`src/rtl/sl2_aggr.sv`:
```
// -----------------------------------------------------------------------------
// sl2_aggr
//   Jump-target former for J-type instructions. The 26-bit instruction index is
//   shifted left by two and combined with the region bits (top four bits) of the
//   PC of the following instruction. There is no adder. Bits are only
//   concatenated, so the result cannot carry or wrap.
//
// Ports
//   clk            in   1   clock, rising edge
//   rst            in   1   synchronous reset, active low
//   in_valid       in   1   qualifies in_addr/in_pc for registered capture
//   in_addr        in   26  instruction index field (instr[25:0])
//   in_pc          in   32  PC+4, supplies region bits [31:28]
//   y              out  32  combinational jump target
//   y_reg          out  32  registered jump target
//   out_valid      out  1   y_reg was captured on the previous edge
//   pc_misaligned  out  1   combinational, in_pc[1:0] != 0
// -----------------------------------------------------------------------------
module sl2_aggr #(
    parameter int ADDR_W = 26,
    parameter int PC_W   = 32
) (
    input  logic              clk,
    input  logic              rst,
    input  logic              in_valid,
    input  logic [ADDR_W-1:0] in_addr,
    input  logic [PC_W-1:0]   in_pc,
    output logic [PC_W-1:0]   y,
    output logic [PC_W-1:0]   y_reg,
    output logic              out_valid,
    output logic              pc_misaligned
);

    logic [PC_W-1:0] tgt;
    logic [PC_W-1:0] y_q, y_d;
    logic            vld_q, vld_d;

    // Region bits, then the index, then two zero bits for word alignment.
    // in_pc[27:0] has no path to the target.
    assign tgt           = {in_pc[PC_W-1:PC_W-4], in_addr, 2'b00};
    assign y             = tgt;
    assign pc_misaligned = in_pc[1] | in_pc[0];

    // Capture is independent of pc_misaligned. The flag is advisory only.
    always_comb begin
        y_d   = y_q;
        vld_d = 1'b0;
        if (in_valid) begin
            y_d   = tgt;
            vld_d = 1'b1;
        end
    end

    // Reset takes priority over in_valid, so a capture pending on that edge
    // is dropped.
    always_ff @(posedge clk) begin
        if (!rst) begin
            y_q   <= '0;
            vld_q <= 1'b0;
        end else begin
            y_q   <= y_d;
            vld_q <= vld_d;
        end
    end

    assign y_reg     = y_q;
    assign out_valid = vld_q;

endmodule

```
`config.mk`:
```
export PLATFORM = sky130hd
export DESIGN_NAME = sl2_aggr
export DESIGN_NICKNAME = d
export VERILOG_FILES = /design/src/rtl/sl2_aggr.sv
export SDC_FILE = /design/constraint.sdc
export NUM_CORES = 1
export LEC_CHECK = 0
export CAP_MARGIN = 20
export CORE_MARGIN = 2
export CORE_UTILIZATION = 35
export CTS_BUF_LIST = sky130_fd_sc_hd__clkbuf_4 sky130_fd_sc_hd__clkbuf_8
export CTS_CLUSTER_SIZE = 16
export DETAILED_ROUTE_END_ITERATION = 10
export PLACE_DENSITY = 0.88
export SLEW_MARGIN = 20
export SYNTH_ARGS = -nofsm -noshare
export SYNTH_HDL_FRONTEND = slang
export SYNTH_SLANG_ARGS = --single-unit
```
`constraint.sdc`:
```
create_clock -name clk -period 1.24 [get_ports clk]
set_input_delay 0.372 -clock clk [delete_from_list [all_inputs] [get_ports clk]]
set_output_delay 0.372 -clock clk [all_outputs]
set_load 0.01 [all_outputs]
```
==> flow_summary.toml, run 1 <==
[global_route]
grt-ovfl-total = 0
track_usage_pct = 13.4
grt_max_degree = 18
antenna_found_initial = 0
grt_pass1_vias = 1035
grt_pass1_wl_um = 4560

[die]
core_area_um2 = 4000
io_pins = 127
start_util_pct = 36.6
die-area_um2 = 4710
num_rows = 23
die_y_um = 68.6
die_w_um = 68.6

[logic_synthesis]
syn_inst = 135
syn_area_um2 = 1460
yosysTopAreaCellShare_pct = 42.4
yosysWarnings = 0
netlist-cell-type-count = 10
synth.ff_latch_count = 31
synth_area_leaders = "dfxtp_1, mux2i_1, buf_4"
yosysTopAreaCell = "dfxtp_1"
syn_avg_cell_area_um2 = 10.8
yosysSeqAreaShare_pct = 42.4

[cts]
cts_root_buf = "clkbuf_8"
hold_buffers = 0
clk_pin_slew_ns = 0.06
clk-insertion-delay-late_ns = 0.27
clockBufferDepth = 2
clock-sinks = 31
cts_buffers = 5
cts-htree-levels = 2
cts_tree = "yes"

[finish]
num-fill-cells = 406
mostFrequentLayoutCell = "buf_2"
final_util_pct = 53.1
fin_cells = 269
final_cell_mix = "buf_2, mux2i_1, nor2b_1, dlygate4sd2_1, dfxtp_1"
layout-drive-gt1-share_pct = 42.5
n_antenna_cell = 0
largest_reg_flops = 30
areaGrowthSynthToFinish_pct = 45.2
nets = 279
finalInstanceArea_um2 = 2120

[setup_path]
cpMaxStageDelayCell = "or2_4"
crit_buf_inv = 2
crit_arrival_ns = 0.85
worstSetupPathType = "in -> out"
slowest_delay_ns = 0.24
crit_chain = "dlymetal6s2s_1 > or2_4 > buf_6"
setup.worst_path.start_class = "input port"
cp_max_fo = 1
cp-end-kind = "output pin"
critPathRequiredTime_ns = 0.87
path_delay_family = "buffers and inverters"

[detailed_routing]
postRouteAntennaNets = 0
drc = 0
drt_iter0_drc = 33
vias = 1125
first_pass_iters = 2
avgViaCountPerCell = 4.18
routed_wl_um = 3100
route.detailed.wl_per_inst_um = 11.5

[power_and_ir_drop]
power.leakage_nw = 1.10
powerDensity_nw_per_um2 = 1090
power_mw = 2.31
ir_drop_mv = 0.608

[place]
io_buffers = 96
placed_cell_area_um2 = 2310
hpwl_um = 2380
post-place-cells = 261
post-place-ws_ns = -0.658
place_congestion = 0.670

[sta]
setup_viol = 0
finalMaxSlewViolations = 0
setup_ws_ns = 0.0224
fmax_mhz = 821
holdWs_ns = 0.496
rsz0062_at_grt = "no"
final.min_clock_period_ns = 1.22
tns_ns = 0
hold_violations = 0
final.setup_skew_ns = 0
fin_crit_sh_pct = 98.2

[job]
maxCapViolCount = 0

[outcome]
status = "complete, no violations"

[hold_path]
min_path_type = "in -> reg"
[layout make-up]
class / count / area [µm²] / share of cell area [%]
multi-input combinational: 66 / 518 / 24.4
clock buffer: 7 / 83.8 / 3.95
sequential: 31 / 627 / 29.5
timing repair buffer: 114 / 827 / 39.0
tap: 50 / 62.6 / 2.95
clock inverter: 1 / 5.00 / 0.236
[cell usage after synthesis]
library cell  instances
clkbuf_1              3
buf_6                 1
buf_12                3
and2_1                1
nor2b_1              30
mux2i_1              30
buf_4                34
conb_1                1
dfxtp_1              31
or2_2                 1
[kinds of logic after synthesis]
logic type,after synthesis,share of synthesized area (%)
multiplexers,30,20.5
AND/OR/NAND/NOR,32,13.7
other,1,0.256
buffers and inverters,41,23.1
flip-flops,31,42.4
[worst register-to-register path: stages, from the launching register on]
cell	delay, ns
dfxtp_1	0.31
mux2i_1	0.15
nor2b_1	0.06
[worst paths after layout]
check | from | cells past startpoint | to | slack, ns
max | in_pc[1] | 3 | pc_misaligned | 0.02
min | in_addr[14] | 3 | y_reg[16] | 0.50
max reg2reg | y_reg[9] | 2 | y_reg[9] | 0.61
min reg2reg | y_reg[18] | 2 | y_reg[18] | 0.51
[metal layers]
layer  part of all wire, %  track usage [%]  up-vias
met5                     0                0        -
met4                  0.71             7.50        0
met3                    11             4.71        2
met2                    51             23.8       58
met1                    37             13.5      498
li1                      -                -      567
[what timing repair did]
item,CTS,global route
resized for setup,224,31
pin swaps,0,1
endpoints found under the setup margin,62,30
setup buffers,0,0
endpoints found under the hold margin,0,0
[where the power goes]
part	switching (mW)	total, mW	internal [mW]	leakage (nW)
sequential	0.0284	1.09	1.06	0.258
clock	0.329	0.765	0.436	0.0491
combinational	0.203	0.459	0.256	0.797
total	0.560	2.31	1.75	1.10
Note: power is estimated with default switching activity, not from simulation.
==> run 2, diff against run 1 <==
--- a/config.mk
+++ b/config.mk
@@ -5,13 +5,15 @@
 export SDC_FILE = /design/constraint.sdc
 export NUM_CORES = 1
 export LEC_CHECK = 0
+export ABC_AREA = 1
 export CAP_MARGIN = 20
 export CORE_MARGIN = 2
-export CORE_UTILIZATION = 35
+export CORE_UTILIZATION = 36
 export CTS_BUF_LIST = sky130_fd_sc_hd__clkbuf_4 sky130_fd_sc_hd__clkbuf_8
 export CTS_CLUSTER_SIZE = 16
 export DETAILED_ROUTE_END_ITERATION = 10
-export PLACE_DENSITY = 0.88
+export PLACE_DENSITY = 0.87
+export SKIP_CTS_REPAIR_TIMING = 1
 export SLEW_MARGIN = 20
 export SYNTH_ARGS = -nofsm -noshare
 export SYNTH_HDL_FRONTEND = slang
==> run 2 against run 1 <==
  * The run now ends with setup timing left
  * Count of clock-buffer cells in the layout fell by 1
  * Setup slack got worse by 0.36 ns
  * Power rose by 3.5%
  * Routed wire length rose by 10%
  * Sequential share of layout area fell by 3.3 points
  * Design area rose by 11%
  * Synthesized cell count rose by 70%
  * Sequential cell count did not move
  * Register-to-register slack improved by 0.05 ns
  * First-iteration DRC count rose by 97%
  * Critical endpoint unchanged
==> flow_summary.toml, run 2 <==
[cts]
clk_pin_slew_ns = 0.06
cts_buffers = 5
cts_tree = "yes"
clockBufferDepth = 2
clk-insertion-delay-late_ns = 0.27
clock-sinks = 31
cts_root_buf = "clkbuf_8"
cts-htree-levels = 2

[sta]
fin_crit_sh_pct = 127
setup_ws_ns = -0.338
final.min_clock_period_ns = 1.58
setup_viol = 1
rsz0062_at_grt = "yes"
hold_violations = 0
finalMaxSlewViolations = 0
final.setup_skew_ns = 0
holdWs_ns = 0.420
fmax_mhz = 634

[outcome]
violations = "setup timing"
status = "complete, but fails checks"

[job]
maxCapViolCount = 0

[logic_synthesis]
synth_flop_cell = "dfxtp_1"
syn_inst = 229
synth_area_leaders = "dfxtp_1, buf_4, nand2_1"
yosysTopAreaCellShare_pct = 39.6
syn_avg_cell_area_um2 = 6.85
async_flop_share_pct = 0
synth_edf_count = 0
netlist-cell-type-count = 9
synth_most_common_cell = "nand2_1"
synth_common_cells = "nand2_1, nor2_1, buf_4"
yosysWarnings = 0
yosysTopAreaCell = "dfxtp_1"
yosysSeqAreaShare_pct = 39.6
synth.ff_latch_count = 31
syn_area_um2 = 1570

[hold_path]
hp-start = "in_addr[6]"
whs_path_depth = 5
min_path_type = "in -> reg"
min_to = "y_reg[8]"

[die]
start_util_pct = 36.8
io_pins = 127
die-area_um2 = 4900
die_y_um = 70.0
core_area_um2 = 4260
num_rows = 24
die_w_um = 70.0

[place]
place_congestion = 0.662
io_buffers = 96
hpwl_um = 2480
post-place-ws_ns = -0.686
placed_cell_area_um2 = 2280

[setup_path]
setup.worst_path.start_class = "input port"
reg2reg_slack_ns = 0.66
cp-end-kind = "output pin"
worstSetupPathType = "in -> out"
rr_endpoint = "y_reg[11]"
reg2reg_depth = 2
critPathRequiredTime_ns = 0.87
crit_arrival_ns = 1.21
cp_max_fo = 1
reg2reg_from = "y_reg[11]"

[global_route]
grt_pass1_wl_um = 5580
grt_pass1_vias = 1347
grt-ovfl-total = 0
grt_max_degree = 62
track_usage_pct = 14.0
antenna_found_initial = 0

[finish]
largest_reg_flops = 30
nets = 355
final_cell_mix = "nand2_1, dlymetal6s2s_1, nor2_1"
layout-drive-gt1-share_pct = 14.6
final_util_pct = 55.5
n_antenna_cell = 0
areaGrowthSynthToFinish_pct = 50.8
finalInstanceArea_um2 = 2370

[detailed_routing]
route.detailed.wl_per_inst_um = 9.85
drt_iter0_drc = 65
vias = 1397
routed_wl_um = 3410
avgViaCountPerCell = 4.04
postRouteAntennaNets = 0
first_pass_iters = 3
drc = 0

[power_and_ir_drop]
power.leakage_nw = 1.88
ir_drop_mv = 0.557
powerDensity_nw_per_um2 = 1010
==> run 2: cell count changes in the layout (fill, tap and decap cells not counted), moves of 30 or more <==
cell | previous run | this run
dlygate4sd2_1 | 30 | 0
dlymetal6s2s_1 | 2 | 61
inv_1 | 0 | 31
mux2i_1 | 30 | 0
nand2_1 | 0 | 61
nor2_1 | 0 | 60
nor2b_1 | 30 | 0
==> run 2: kinds of logic (layout without fill, tap and decap cells) <==
family                 Yosys count  count (layout)  synth area share, %
buffers and inverters           75             137                 30.9
DFF                             31              31                 39.6
other                            1               4                0.239
and+or+nand+nor                122             122                 29.3
==> run 2: critical path, stage by stage <==
cell	delay (ns)
clkdlybuf4s50_1	0.40
or2_2	0.30
clkbuf_2	0.13
==> run 2: worst max-delay path by stage <==
stage / slack [ns] / depth (start not counted) / endpoint / startpoint
final: -0.34 / 3 / pc_misaligned / in_pc[0]
after global routing: -0.36 / 3 / pc_misaligned / in_pc[0]
after CTS: -0.69 / 3 / pc_misaligned / in_pc[0]
after detailed placement: -0.69 / 3 / pc_misaligned / in_pc[0]
after global placement: -0.65 / 3 / pc_misaligned / in_pc[0]
after floorplan: 0.19 / 1 / pc_misaligned / in_pc[0]
==> run 2: final cells by class <==
| class | instances | area [µm²] |
|---|---|---|
| clock inverter | 1 | 5.00 |
| fill | 432 | 1900 |
| inverter | 31 | 116 |
| timing repair buffer | 99 | 1000 |
| tap | 52 | 65.1 |
| multi-input combinational | 126 | 475 |
| sequential | 31 | 621 |
| clock buffer | 6 | 82.6 |
==> run 2: routing by layer <==
layer / global-route usage (%) / vias to the layer above / share of wire (%)
li1: - / 738 / -
met3: 6.93 / 7 / 9.3
met1: 13.7 / 591 / 38
met2: 25.6 / 61 / 51
met5: 0 / - / 0
met4: 4.70 / 0 / 1.5
==> run 2: power breakdown <==
group | internal (mW) | switching [mW]
registers | 1.07 | 0.0294
clock network | 0.434 | 0.336
logic | 0.276 | 0.250
==> run 2: metrics by stage <==
stage	TNS, ns	power (mW)	std cells
2_1_floorplan	0	1.45	232
3_3_place_gp	-16.92	1.72	339
3_5_place_dp	-18.31	1.74	339
4_1_cts	-25.35	2.53	346
5_1_grt	-0.359	2.55	346
6_report	-0.338	2.39	346
==> run 3, diff against run 2 <==
--- a/config.mk
+++ b/config.mk
@@ -13,8 +13,7 @@
 export CTS_CLUSTER_SIZE = 16
 export DETAILED_ROUTE_END_ITERATION = 10
 export PLACE_DENSITY = 0.87
-export SKIP_CTS_REPAIR_TIMING = 1
-export SLEW_MARGIN = 20
+export SLEW_MARGIN = 15
 export SYNTH_ARGS = -nofsm -noshare
 export SYNTH_HDL_FRONTEND = slang
 export SYNTH_SLANG_ARGS = --single-unit
==> run 3 against run 2 <==
  * The run now ends clean
  * Power fell by 2.4%
  * Combinational power is 11% lower
  * First-iteration DRC count is 15% higher
  * Critical endpoint is now y_reg[28]
  * Count of clock-buffer cells in the layout unchanged
  * Sequential cell count unchanged
  * Maximum frequency is 31% higher
  * Setup slack gained 0.37 ns
  * Die area unchanged
  * Register-to-register slack improved by 0.02 ns
  * Highest routed layer unchanged
==> flow_summary.toml, run 3 (same netlist as run 2, synthesis figures left out) <==
[cts]
cts_root_buf = "clkbuf_8"
cts-htree-levels = 2
cts_buffers = 5
post-cts-setup-buffers = 0
clk_pin_slew_ns = 0.06
cts_tree = "yes"
clk-insertion-delay-late_ns = 0.27
hold_buffers = 0
clock-sinks = 31
clockBufferDepth = 2

[setup_path]
slowest_delay_ns = 0.32
critPathRequiredTime_ns = 0.87
cp-end-kind = "output pin"
crit_buf_inv = 1
crit_chain = "clkdlybuf4s15_1"
cp_max_fo = 2
crit_arrival_ns = 0.83
worstSetupPathType = "reg -> out"
cpMaxStageDelayCell = "dfxtp_1"
setup.worst_path.start_class = "flip-flop"
path_delay_family = "flip-flops"

[detailed_routing]
drt_iter0_drc = 75
avgViaCountPerCell = 4.12
first_pass_iters = 4
drc = 0
vias = 1425
postRouteAntennaNets = 0
routed_wl_um = 3280
route.detailed.wl_per_inst_um = 9.48

[place]
io_buffers = 96
post-place-ws_ns = -0.686
place_congestion = 0.662
hpwl_um = 2480
post-place-cells = 339

[sta]
hold_violations = 0
final.min_clock_period_ns = 1.20
rsz0062_at_grt = "no"
fmax_mhz = 830
setup_ws_ns = 0.0353
setup_viol = 0
finalMaxSlewViolations = 0
fin_crit_sh_pct = 97.1
final.setup_skew_ns = 0

[finish]
n_antenna_cell = 0
nets = 355
fin_cells = 346
mostFrequentLayoutCell = "nand2_1"
final_cell_mix = "nand2_1, nor2_1, buf_2, inv_1, dlygate4sd2_1"
areaGrowthSynthToFinish_pct = 31.4
layout-drive-gt1-share_pct = 25.5
largest_reg_flops = 30

[outcome]
status = "complete, no violations"

[die]
die-area_um2 = 4900
die_y_um = 70.0
io_pins = 127
core_area_um2 = 4260
die_w_um = 70.0
num_rows = 24
start_util_pct = 36.8

[global_route]
grt_pass1_vias = 1309
antenna_found_initial = 0
grt-ovfl-total = 0
grt_max_degree = 62
track_usage_pct = 14.0
grt_pass1_wl_um = 5580

[hold_path]
min_path_type = "reg -> reg"

[power_and_ir_drop]
power_mw = 2.33
power.leakage_nw = 1.23
ir_drop_mv = 0.518
powerDensity_nw_per_um2 = 1130

[job]
maxCapViolCount = 0
-- run 3: cell types whose count changed in the layout (fill, tap and decap cells not counted), sizes merged --
cell,delta
buf,+5
clkbuf,+21
clkdlybuf4s15,+7
clkdlybuf4s50,-2
dlygate4sd2,+30
dlymetal6s2s,-61
-- run 3: timing repair --
item / CTS / global route
pin swaps: 1 / 0
setup endpoints to repair: 62 / 27
resized for setup: 228 / 28
-- run 3: metal layers --
metal | GRT usage, % | part of all wire [%] | vias to the layer above
met5 | 0 | 0 | -
met3 | 6.78 | 9.7 | 8
met2 | 25.5 | 50 | 63
li1 | - | - | 738
met1 | 13.9 | 39 | 616
met4 | 4.27 | 1.2 | 0
-- run 3: through the flow --
step / hold slack [ns] / util (%) / TNS (ns) / area (µm²)
floorplan: 0.492 / - / 0 / 1580
global placement: 0.456 / 53.5 / -16.92 / 2280
detailed placement: 0.462 / 53.5 / -18.31 / 2280
CTS: 0.471 / 51.1 / 0 / 2180
global route: 0.492 / 48.4 / 0 / 2060
finish: 0.468 / 48.4 / 0 / 2060
-- run 3: cell type report --
class,count,area [µm²]
clock buffers,6,82.6
multi-input cells,126,478
flip-flops and latches,31,624
well taps,52,65.1
fillers,489,2200
clock inverters,1,5.00
inverters,31,116
repair buffers,99,691
-- run 3: path summary, 6_finish.rpt --
kind | to | cells after the start | slack, ns | startpoint
setup reg to reg | y_reg[29] | 2 | 0.68 | y_reg[29]
hold reg to reg | y_reg[3] | 2 | 0.47 | y_reg[3]
hold / removal | y_reg[3] | 2 | 0.47 | y_reg[3]
setup / recovery | y_reg[28] | 1 | 0.04 | y_reg[28]
-- run 3: power by group --
part	total, mW	switching (mW)	internal, mW
clock network	0.769	0.335	0.434
registers	1.10	0.0322	1.07
logic	0.465	0.248	0.217
-- run 3: tightest hold or removal path, stage by stage (launching register included) --
cell     delay, ns
dfxtp_1       0.31
nor2_1        0.08
nor2_1        0.05
